<file path="src/rtl/output_classifier_pkg.sv">
// Shared types and sizing helpers for the output-layer argmax classifier.
package output_classifier_pkg;

  typedef enum logic [1:0] {
    S_IDLE = 2'd0,
    S_SCAN = 2'd1,
    S_DONE = 2'd2
  } state_e;

  localparam int DROP_CNT_W = 8;

  // Class index width; a single class still needs one bit to carry index 0.
  function automatic int class_w(input int n);
    return (n <= 2) ? 1 : $clog2(n);
  endfunction

endpackage

</file>
<file path="src/rtl/output_classifier_argmax_step.sv">
// One signed argmax comparison: keeps the incumbent on ties so the lowest index wins.
module argmax_step
  import output_classifier_pkg::*;
#(
  parameter int WIDTH = 8,
  parameter int CW    = 2
) (
  input  logic signed [WIDTH-1:0] best_i,
  input  logic        [CW-1:0]    best_idx_i,
  input  logic signed [WIDTH-1:0] cand_i,
  input  logic        [CW-1:0]    cand_idx_i,
  output logic signed [WIDTH-1:0] best_o,
  output logic        [CW-1:0]    best_idx_o
);

  always_comb begin
    best_o     = best_i;
    best_idx_o = best_idx_i;
    if (cand_i > best_i) begin
      best_o     = cand_i;
      best_idx_o = cand_idx_i;
    end
  end

endmodule

</file>
<file path="src/rtl/output_classifier.sv">
// Captures an aligned output-layer vector, scans it one class per clock for the
// signed maximum, and holds the decision on a valid/ready handshake.
module output_classifier
  import output_classifier_pkg::*;
#(
  parameter int                      NUM_CLASSES = 3,
  parameter int                      WIDTH       = 8,
  parameter int                      FRAC_BITS   = 5,
  parameter logic signed [WIDTH-1:0] THRESHOLD   = '0,
  localparam int                     CW          = class_w(NUM_CLASSES)
) (
  input  logic                           CLK,
  input  logic                           RST,
  input  logic [NUM_CLASSES*WIDTH-1:0]   VALUES_IN,
  input  logic                           VALID_IN,
  output logic [CW-1:0]                  CLASS_OUT,
  output logic signed [WIDTH-1:0]        SCORE_OUT,
  output logic                           MATCH_OUT,
  output logic [NUM_CLASSES-1:0]         ONEHOT_OUT,
  output logic                           VALID_OUT,
  input  logic                           READY_IN,
  output logic                           BUSY_OUT,
  output logic                           DROP_OUT,
  output logic [DROP_CNT_W-1:0]          DROP_CNT
);

  localparam logic [CW-1:0] LAST_IDX = CW'(NUM_CLASSES - 1);
  localparam bit            SINGLE   = (NUM_CLASSES == 1);

  if (NUM_CLASSES < 1 || FRAC_BITS < 0 || FRAC_BITS >= WIDTH) begin : g_param_check
    $error("output_classifier: NUM_CLASSES must be >= 1 and FRAC_BITS within WIDTH");
  end

  state_e                       state_q, state_d;
  logic [NUM_CLASSES*WIDTH-1:0] vals_q;
  logic signed [WIDTH-1:0]      best_q, cand, step_best, pub_best, first_val, score_q;
  logic [CW-1:0]                best_idx_q, idx_q, step_idx, pub_idx, class_q;
  logic                         capture, drop, publish, match_d, match_q;
  logic [NUM_CLASSES-1:0]       onehot_d, onehot_q;
  logic                         valid_q, busy_q, drop_q;
  logic [DROP_CNT_W-1:0]        drop_cnt_q;

  assign first_val = VALUES_IN[WIDTH-1:0];
  assign cand      = vals_q[int'(idx_q)*WIDTH +: WIDTH];

  // A new vector is taken when idle, or when the held result is being accepted.
  assign capture = VALID_IN && (state_q == S_IDLE || (state_q == S_DONE && READY_IN));
  assign drop    = VALID_IN && !capture;
  assign publish = (state_q == S_SCAN && idx_q == LAST_IDX) || (SINGLE && capture);
  assign pub_best = (state_q == S_SCAN) ? step_best : first_val;
  assign pub_idx  = (state_q == S_SCAN) ? step_idx  : '0;

  argmax_step #(
    .WIDTH (WIDTH),
    .CW    (CW)
  ) u_step (
    .best_i     (best_q),
    .best_idx_i (best_idx_q),
    .cand_i     (cand),
    .cand_idx_i (idx_q),
    .best_o     (step_best),
    .best_idx_o (step_idx)
  );

  always_comb begin
    state_d = state_q;
    case (state_q)
      S_IDLE:  if (capture) state_d = SINGLE ? S_DONE : S_SCAN;
      S_SCAN:  if (idx_q == LAST_IDX) state_d = S_DONE;
      S_DONE:  if (READY_IN) state_d = capture ? (SINGLE ? S_DONE : S_SCAN) : S_IDLE;
      default: state_d = S_IDLE;
    endcase
  end

  always_comb begin
    match_d  = (pub_best >= THRESHOLD);
    onehot_d = '0;
    if (match_d) onehot_d[pub_idx] = 1'b1;
  end

  always_ff @(posedge CLK or posedge RST) begin
    if (RST) begin
      state_q    <= S_IDLE;
      vals_q     <= '0;
      best_q     <= '0;
      best_idx_q <= '0;
      idx_q      <= '0;
      class_q    <= '0;
      score_q    <= '0;
      match_q    <= 1'b0;
      onehot_q   <= '0;
      valid_q    <= 1'b0;
      busy_q     <= 1'b0;
      drop_q     <= 1'b0;
      drop_cnt_q <= '0;
    end else begin
      state_q <= state_d;
      valid_q <= (state_d == S_DONE);
      busy_q  <= (state_d != S_IDLE);
      drop_q  <= drop;
      if (drop && drop_cnt_q != '1) drop_cnt_q <= drop_cnt_q + 1'b1;
      if (capture) begin
        vals_q     <= VALUES_IN;
        best_q     <= first_val;
        best_idx_q <= '0;
        idx_q      <= CW'(1);
      end else if (state_q == S_SCAN) begin
        best_q     <= step_best;
        best_idx_q <= step_idx;
        idx_q      <= idx_q + 1'b1;
      end
      // Result registers move only when a scan completes.
      if (publish) begin
        class_q  <= pub_idx;
        score_q  <= pub_best;
        match_q  <= match_d;
        onehot_q <= onehot_d;
      end
    end
  end

  assign CLASS_OUT  = class_q;
  assign SCORE_OUT  = score_q;
  assign MATCH_OUT  = match_q;
  assign ONEHOT_OUT = onehot_q;
  assign VALID_OUT  = valid_q;
  assign BUSY_OUT   = busy_q;
  assign DROP_OUT   = drop_q;
  assign DROP_CNT   = drop_cnt_q;

endmodule

</file>
<file path="config.mk">
export PLATFORM = sky130hd
export DESIGN_NAME = output_classifier
export DESIGN_NICKNAME = d
export VERILOG_FILES = /design/src/rtl/output_classifier_pkg.sv /design/src/rtl/output_classifier_argmax_step.sv /design/src/rtl/output_classifier.sv
export SDC_FILE = /design/constraint.sdc
export NUM_CORES = 1
export LEC_CHECK = 0
export CORE_MARGIN = 2
export CORE_UTILIZATION = 59
export CTS_BUF_LIST = sky130_fd_sc_hd__clkbuf_4
export DETAILED_ROUTE_END_ITERATION = 10
export PLACE_DENSITY = 0.88
export SLEW_MARGIN = 20
export SYNTH_ARGS = -nofsm -noshare
export SYNTH_HDL_FRONTEND = slang
export SYNTH_SLANG_ARGS = --single-unit
</file>
<file path="constraint.sdc">
create_clock -name CLK -period 7 [get_ports CLK]
set_clock_uncertainty 0.15 [all_clocks]
set_input_delay 1.4 -clock CLK [delete_from_list [all_inputs] [get_ports CLK]]
set_output_delay 1.4 -clock CLK [all_outputs]
set_load 0.01 [all_outputs]
</file>
### Word level (Yosys, flattened, before mapping)

Cells that the tools add are included.

| storage, ports and cells | value |
|---|---|
| output and inout port bits | 25 |
| input bits | 28 |
| logic and storage cells | 54 |
| bits in registers | 63 |

| operators by class | value |
|---|---|
| reduce and logical (&&, ||, !) cells | 11 |
| shift operators | 1 |
| equality and inequality tests | 5 |
| add/sub/neg operators | 2 |
| magnitude comparators | 4 |
| multiplexer cells | 18 |

Operators by type and width:

| cell | number |
|---|---|
| two-way mux 8 bit | 4 |
| indexed part select 24 x 6 -> 8 bit | 1 |
| two-way mux 2 bit | 9 |
| adder 8 x 1 -> 8 bit, second input constant | 1 |
| >= comparator 8 x 1 -> 1 bit, second input constant | 1 |
| greater-than comparator 8 bit | 1 |
| inequality test 8 bit, second input constant | 1 |
| == test 2 bit, second input constant | 3 |
| logical AND 1 bit | 6 |
| case mux 2 bit (3 select lines) | 1 |
| nonzero test 2 bit | 2 |
| less-than comparator 2 x 3 -> 1 bit, second input constant | 1 |
| two-way mux 3 bit | 1 |
| adder 2 x 1 -> 2 bit, second input constant | 1 |
| demux 1 bit (select 2 bit) | 1 |
| == test 2 x 1 -> 1 bit, second input constant | 1 |
| >= comparator 2 x 1 -> 1 bit, second input constant | 1 |
| logical NOT 2 bit | 1 |
| two-way mux 1 bit | 2 |
| logical NOT 1 bit | 1 |
| logical OR 1 bit | 1 |

### Longest topological paths before layout

Gate-level depths: netlist (run 1).

| depth | value |
|---|---|
| word-level depth | 9 |
| gate-level depth with buffers | 14 |
| gate-level depth less buffers | 11 |

### Cells and area by module

Synthesis (run 1) repeated with hierarchy kept, for this count alone.

| second synthesis, totals | value |
|---|---|
| cell total of the unflattened synthesis | 306 |
| area, all modules | 3110.5 um^2 |

By module, submodules not included:

| module | seq. area each (um^2) | cells an instance | instances | area an instance (um^2) |
|---|---|---|---|---|
| output_classifier | 1576.5 | 265 | 1 | 2776.4 |
| argmax_step | 0.0 | 41 | 1 | 334.1 |

### Worst setup path before layout (run 1)

Ideal clock, no wire load.

| timing | value |
|---|---|
| kind | reg-to-reg |
| from | register idx_q[1] |
| to | register class_q[0] (netlist: CLASS_OUT[0]) |
| path slack | 4.040 ns |
| arrival time | 2.676 ns |
| period minus slack after synthesis | 2.960 ns |
| stages on the path, launching flop included | 12 |
| data required time | 6.716 ns |
| setup time | 0.134 ns |
| path buffers | 3 |
| path through | dfrtp_1 > buf_2 > buf_2 > mux2i_1 > o21ai_0 > ha_1 > a21o_1 > a2111o_1 > a22oi_4 > buf_12 > mux2i_1 > o21ai_0 |

| between the ends | value |
|---|---|
| longest elaborated chain between the ends | 4 |
| elaborated cells on any way between the ends | 6 |
| those cells by class | order compare: 1; eq/ne: 1; shift: 1; mux: 2; reduce/logical: 1 |

Ends and longest elaborated chain:

| element | line | text |
|---|---|---|
| from (decl) | output_classifier.sv:37 | `logic [CW-1:0] best_idx_q, idx_q, step_idx, pub_idx, class_q;` |
| from (signal assigned) | output_classifier.sv:110 | `idx_q <= idx_q + 1'b1;` |
| indexed part select 24 x 6 -> 8 bit | output_classifier.sv:44 | `assign cand = vals_q[int'(idx_q)*WIDTH +: WIDTH];` |
| greater-than comparator 8 bit | output_classifier_argmax_step.sv:19 | `if (cand_i > best_i) begin` |
| two-way mux 2 bit | output_classifier_argmax_step.sv:19 |  |
| two-way mux 2 bit | output_classifier.sv:51 | `assign pub_idx = (state_q == S_SCAN) ? step_idx : '0;` |
| to (signal assigned) | output_classifier.sv:114 | `class_q <= pub_idx;` |
| to (decl) | output_classifier.sv:37 |  |

Several ways; a longest one is shown, not always the timed one.
A chain may end at the register's enable or synchronous reset.

### Worst setup path in the final report (run 1)

| timing | value |
|---|---|
| from | register idx_q[1] |
| to | register onehot_q[0] (netlist: ONEHOT_OUT[0]) |

| between the ends | value |
|---|---|
| longest elaborated chain between the ends | 9 |
| elaborated cells on any way between the ends | 15 |
| those cells by class | order compare: 4; eq/ne: 1; shift: 1; mux: 7; reduce/logical: 2 |

Ends and longest elaborated chain:

| element | line | text |
|---|---|---|
| indexed part select 24 x 6 -> 8 bit | output_classifier.sv:44 |  |
| greater-than comparator 8 bit | output_classifier_argmax_step.sv:19 |  |
| two-way mux 2 bit | output_classifier_argmax_step.sv:19 |  |
| two-way mux 2 bit | output_classifier.sv:51 |  |
| less-than comparator 2 x 3 -> 1 bit (implied by the code) / >= comparator 2 x 1 -> 1 bit (equally long branches) | output_classifier.sv:78 | `if (match_d) onehot_d[pub_idx] = 1'b1;` |
| logical AND 1 bit (implied by the code) | output_classifier.sv:78 |  |
| two-way mux 1 bit (implied by the code) | output_classifier.sv:78 |  |
| demux 1 bit (select 2 bit) | output_classifier.sv:78 |  |
| two-way mux 3 bit | output_classifier.sv:78 |  |
| to (signal assigned) | output_classifier.sv:117 | `onehot_q <= onehot_d;` |
| to (decl) | output_classifier.sv:39 | `logic [NUM_CLASSES-1:0] onehot_d, onehot_q;` |

Several ways; a longest one is shown, not always the timed one.

==> impl_metrics.tcl, run 1 <==
set metrics [dict create \
    max_cap_viol_count 0 \
    routed_wl_mm 5.61 \
    crit_chain "nor2b_1 -> nand2_1 -> o21ai_0 -> ha_1 -> a21o_1 -> a2111o_1 -> a22oi_4 -> mux2_2 -> o31ai_1" \
    clk_pin_slew_ns 0.10 \
    final_common_cell "nand2_1" \
    via_count 2229 \
    dieWidth_um 75.4 \
    io_buffer_count 52 \
    ys_ff_latch 63 \
    crit_arrival_ns 3.84 \
    period_needed_ns 3.70 \
    drt-wirelength-per-cell_um 13.1 \
    syn_nets 347 \
    endpoint_kind "flop" \
    insertion_delay_ns 0.40 \
    worst-path-buf-inv 0 \
    worst_pin_slew_ns 0.818 \
    dpl.hpwl_mm 4.08 \
    ios 53 \
    grt_overflow 0 \
    drive_above_1_share_pct 6.37 \
    crit_required_ns 7.15 \
    rows 25 \
    period_share_pct 52.8 \
    areaGrowthSynthToFinish_pct 20.9 \
    grt_first_pass_wirelength_mm 9.62 \
    netlist_area_mm2 0.00301 \
    setup_violations 0 \
    fmax_ghz 0.270 \
    antenna_found_initial 0 \
    cts_resized 0 \
    fp.dieH_um 75.4 \
    synth_area_per_cell_um2 9.74 \
    grt_pass1_vias 2052 \
    ys.warnings.count 0 \
    layout_common_cells "nand2_1, dfrtp_1, clkdlybuf4s50_1, mux2i_1, o21ai_0" \
    hp-class "flop to flop" \
    die_area_mm2 0.00569 \
    numCtsBuffers 9 \
    cts.htree.levels 3 \
    initial_utilization_pct 62.5 \
    dr.pass1.iters 5 \
    antenna_left 0 \
    drc 0 \
    track_usage_pct 23.0 \
    rsz0062_at_grt "false" \
    slew_violations 0 \
    p_leak_nw 1.78 \
    clockRootBuffer "clkbuf_4" \
    cts_sinks 63 \
    clockBufferDepth 2 \
    syn-instance-count 309 \
    crit_fanout 15 \
    max_slew_margin_pct 45.3 \
    powerDensity_mw_per_mm2 501 \
    diodes 0 \
    startpoint_type "flop" \
    yosysSeqAreaShare_pct 52.4 \
    yosys.cell_types.count 35 \
    slowest_delay_ns 0.62 \
    setup_tns_ns 0 \
    whs_ns 0.333 \
    final_nets 396 \
    status "finished, final reports clean" \
    place_congestion 0.813 \
    synth_top_area_cell "dfrtp_1" \
    viasPerCell 5.21 \
    synth_top_area_share_pct 52.4 \
    critical-path-slowest-cell "dfrtp_1" \
    postCtsHoldBufs 0 \
    ir_drop_mv 0.255 \
    post_cts.repair.setup_buffers 0 \
    tritoncts "done" \
    dr.first_iter.drc_count 114 \
    crit_type "flop to flop" \
    grt_max_degree 64 \
    hold_viol_final 0 \
    synth.area.top_cells "dfrtp_1, nand2_1, mux2i_1" \
    core-area_mm2 0.00482 \
    cp_top_family "compound AO/OA/AOI/OAI gates" \
]
metal layers:
layer  GRT usage, %  routed length [um]  vias up
met5              0                   0        -
met4           8.77                  72        0
met3           6.48                 240        6
met2           34.2                2660       56
met1           32.2                2640     1041
li1               -                   -     1126
registers in the layout, indices dropped and copies added (netlist names):
register and count:
CLASS_OUT 2, MATCH_OUT 1, state_q 2, DROP_OUT 1
ONEHOT_OUT 3, BUSY_OUT 1, vals_q 24, idx_q 2
DROP_CNT 8, best_q 8, best_idx_q 2, VALID_OUT 1
SCORE_OUT 8
stage by stage:
stage               cells  setup WS [ns]  total power, mW  cell area (um^2)  util (%)
floorplan             309           3.88             1.42              3010         -
global placement      414           3.47             1.59              3540      73.5
detailed placement    414           3.32             1.64              3540      73.5
CTS                   428           3.29             1.83              3640      75.5
global route          428           2.96             1.99              3640      75.5
finish                428           3.30             1.82              3640      75.5
area by class of cell:
| type | instances | area (um^2) |
|---|---|---|
| Sequential cell | 63 | 1580 |
| Multi-Input combinational cell | 218 | 1310 |
| Fill cell | 384 | 1180 |
| Timing Repair Buffer | 53 | 528 |
| Tap cell | 67 | 83.8 |
| Clock buffer | 11 | 82.6 |
| Inverter | 13 | 48.8 |
| Clock inverter | 3 | 12.5 |
kinds of logic (layout without fill, tap and decap cells):
family | after synthesis | count (layout) | share of synthesized area, %
adder cells (fa/ha/maj) | 10 | 10 | 4.16
AO/OA/AOI/OAI | 45 | 45 | 9.35
XOR/XNOR | 8 | 8 | 2.33
AND/OR/NAND/NOR | 123 | 123 | 16.7
buffers and inverters | 28 | 80 | 4.28
flip-flops | 63 | 63 | 52.4
multiplexers | 32 | 32 | 10.8
report_power, final:
| group | total, mW | switching, mW | internal [mW] |
|---|---|---|---|
| combinational | 0.974 | 0.511 | 0.463 |
| sequential | 0.659 | 0.132 | 0.526 |
| clock | 0.192 | 0.117 | 0.0745 |
| total | 1.82 | 0.761 | 1.06 |
worst min-delay path, delay by kind of cell (launching register included):
family             cells  cell delay, ns
AOI/OAI and AO/OA      1            0.06
and+or+nand+nor        1            0.04
DFF                    1            0.35
path summary, 6_finish.rpt:
check | startpoint | endpoint | slack (ns) | depth (start not counted)
max | idx_q[1]$_DFFE_PP0P_ | ONEHOT_OUT[0]$_DFFE_PP0P_ | 3.30 | 9
min | SCORE_OUT[6]$_DFFE_PP0P_ | SCORE_OUT[6]$_DFFE_PP0P_ | 0.33 | 2
max reg2reg | idx_q[1]$_DFFE_PP0P_ | ONEHOT_OUT[0]$_DFFE_PP0P_ | 3.30 | 9
min reg2reg | SCORE_OUT[6]$_DFFE_PP0P_ | SCORE_OUT[6]$_DFFE_PP0P_ | 0.33 | 2
max in group asynchronous | RST | vals_q[4]$_DFFE_PP0P_ | 4.82 | 3
min in group asynchronous | RST | state_q[1]$_DFF_PP0_ | 1.39 | 3
cells in the mapped netlist:
cell	count
xor2_1	1
mux2_2	3
a2111o_1	1
or4b_1	1
inv_1	13
a22oi_4	1
buf_2	3
o21ai_0	28
nand2_1	101
clkbuf_1	10
o21ai_1	1
a211oi_1	1
o211ai_2	1
and3_1	3
a41oi_1	1
buf_12	1
nand2b_1	1
o31ai_1	1
nand3_1	1
and2_1	1
xnor2_1	7
dfrtp_1	63
buf_4	1
nor2_1	6
o31ai_2	1
a21oi_2	1
mux2i_1	29
nor2b_1	4
or2_2	1
a31oi_1	1
o211ai_1	1
a21oi_1	5
nand4_1	4
a21o_1	1
ha_1	10
No activity file was read; power rests on OpenSTA's default activity.
==> inputs of run 2 (changes only) <==
- CORE_UTILIZATION: 59 -> 49
- PLACE_DENSITY: 0.88 -> 0.78
- clock period: 7 -> 3 ns (I/O delays scaled with it)
==> impl_metrics.tcl, run 2 (synthesis gave the netlist of run 1 again) <==
set metrics [dict create \
    status "finished, final reports clean" \
    dr.first_iter.drc_count 163 \
    hold_start "vals_q[0]$_DFFE_PP0P_" \
    reg2reg_slack_ns 0.006 \
    hold_viol_final 0 \
    p_leak_nw 1.97 \
    core-area_mm2 0.00592 \
    via_count 2378 \
    hold_depth 2 \
    tritoncts "done" \
    place_area_mm2 0.00372 \
    rows 28 \
    startpoint_type "flop" \
    antenna_left 0 \
    timing.final.ws_setup_ns 0.00649 \
    fin_area_mm2 0.00406 \
    numCtsBuffers 9 \
    hp-class "flop to flop" \
    clockBufferDepth 2 \
    worst_pin_slew_ns 0.817 \
    clk_pin_slew_ns 0.11 \
    areaGrowthSynthToFinish_pct 34.7 \
    crit_type "flop to flop" \
    crit_arrival_ns 3.18 \
    final_nets 426 \
    clockRootBuffer "clkbuf_4" \
    routed_wl_mm 6.64 \
    diodes 0 \
    track_usage_pct 21.4 \
    fp.dieH_um 82.4 \
    drc 0 \
    period_needed_ns 2.99 \
    largest_reg_flops 24 \
    r2r_end "ONEHOT_OUT[2]$_DFFE_PP0P_" \
    min_to "vals_q[0]$_DFFE_PP0P_" \
    ir_drop_mv 0.682 \
    top_register "vals_q" \
    max_slew_margin_pct 45.6 \
    antenna_found_initial 0 \
    powerDensity_mw_per_mm2 1350 \
    cts_sinks 63 \
    io_buffer_count 52 \
    grt_pass1_vias 2385 \
    place_congestion 0.772 \
    drive_above_1_share_pct 17.6 \
    die_area_mm2 0.00679 \
    rsz0062_at_grt "true" \
    fmax_ghz 0.334 \
    crit_fanout 8 \
    slew_violations 0 \
    postCtsHoldBufs 0 \
    grt_first_pass_wirelength_mm 10.9 \
    cts.htree.levels 3 \
    fin_util_pct 68.5 \
    drt-wirelength-per-cell_um 14.2 \
    final_common_cell "nand2_1" \
    endpoint_kind "flop" \
    layout_common_cells "nand2_1, dfrtp_1, clkdlybuf4s50_1, buf_4, mux2i_1" \
    r2r_cells 11 \
    insertion_delay_ns 0.40 \
    r2r-start "idx_q[1]$_DFFE_PP0P_" \
    grt_max_degree 40 \
    dr.pass1.iters 4 \
    crit_required_ns 3.18 \
    period_share_pct 99.8 \
    total_power_mw 5.46 \
    grt_overflow 0 \
    place_ws_ns -0.147 \
    ios 53 \
    initial_utilization_pct 50.8 \
    dpl.hpwl_mm 4.62 \
    dieWidth_um 82.4 \
    max_cap_viol_count 0 \
    whs_ns 0.338 \
    viasPerCell 5.08 \
    setup_violations 0 \
]
[run 2: cell count changes in the layout (fill, tap and decap cells not counted), sizes merged]
| cell | delta |
|---|---|
| clkinvlp | +1 |
| bufinv | +2 |
| clkinv | +1 |
| buf | +29 |
| clkbuf | -1 |
[run 2: cell type report]
| class | count | area (um^2) |
|---|---|---|
| inverter | 13 | 48.8 |
| clock inverter | 7 | 87.6 |
| clock buffer | 9 | 67.6 |
| timing repair buffer | 83 | 807 |
| fill | 452 | 1870 |
| multi-input combinational | 218 | 1370 |
| sequential | 63 | 1580 |
| tap | 75 | 93.8 |
[run 2: report_power, final]
group          internal (mW)  switching, mW
Sequential              1.23          0.267
Combinational           1.74           1.57
Clock                  0.332          0.321
Total                   3.30           2.16
[run 2: stage by stage]
| stage | setup TNS [ns] | instances |
|---|---|---|
| CTS | 0 | 462 |
| floorplan | 0 | 309 |
| global placement | 0 | 441 |
| finish | 0 | 468 |
| detailed placement | -0.288 | 441 |
| global route | -0.806 | 468 |
[run 2: worst max-delay path by stage]
stage / cells after the start / slack, ns / from / end
after global placement: 12 / 0.04 / idx_q[1]$_DFFE_PP0P_ / ONEHOT_OUT[2]$_DFFE_PP0P_
after floorplan: 11 / 0.04 / idx_q[1]$_DFFE_PP0P_ / CLASS_OUT[0]$_DFFE_PP0P_
final: 11 / 0.006 / idx_q[1]$_DFFE_PP0P_ / ONEHOT_OUT[2]$_DFFE_PP0P_
after global routing: 11 / -0.13 / idx_q[1]$_DFFE_PP0P_ / ONEHOT_OUT[2]$_DFFE_PP0P_
after detailed placement: 12 / -0.15 / idx_q[1]$_DFFE_PP0P_ / ONEHOT_OUT[2]$_DFFE_PP0P_
after CTS: 11 / 0.002 / idx_q[1]$_DFFE_PP0P_ / CLASS_OUT[0]$_DFFE_PP0P_
[run 2: per-layer routing]
| metal | vias to the layer above | global-route usage, % | routed length (um) |
|---|---|---|---|
| met5 | - | 0 | 0 |
| met4 | 0 | 8.83 | 136 |
| met3 | 13 | 5.00 | 204 |
| met2 | 48 | 32.3 | 3100 |
| met1 | 1133 | 29.7 | 3200 |
| li1 | 1184 | - | - |
[run 2: worst max-delay path, stage by stage (launching register included)]
cell and delay (ns):
dfrtp_1 0.44, buf_6 0.18, mux2i_2 0.23, o21ai_2 0.10, ha_1 0.32, nor2b_1 0.18
o211ai_1 0.17, a21oi_4 0.21, a22oi_4 0.13, buf_4 0.16, or4b_4 0.48, a41oi_2 0.18
[run 2: timing repair]
| item | CTS | global route |
|---|---|---|
| gates resized for setup | 5 | 24 |
| cloned | 0 | 1 |
| setup endpoints to repair | 8 | 23 |
| pin swaps | 2 | 8 |
| buffers inserted | 5 | 5 |
==> inputs of run 3 (changes only) <==
- CAP_MARGIN: default -> 15
==> results of run 3 <==
Same layout as run 2: the final DEF is identical, and so are final timing and power.
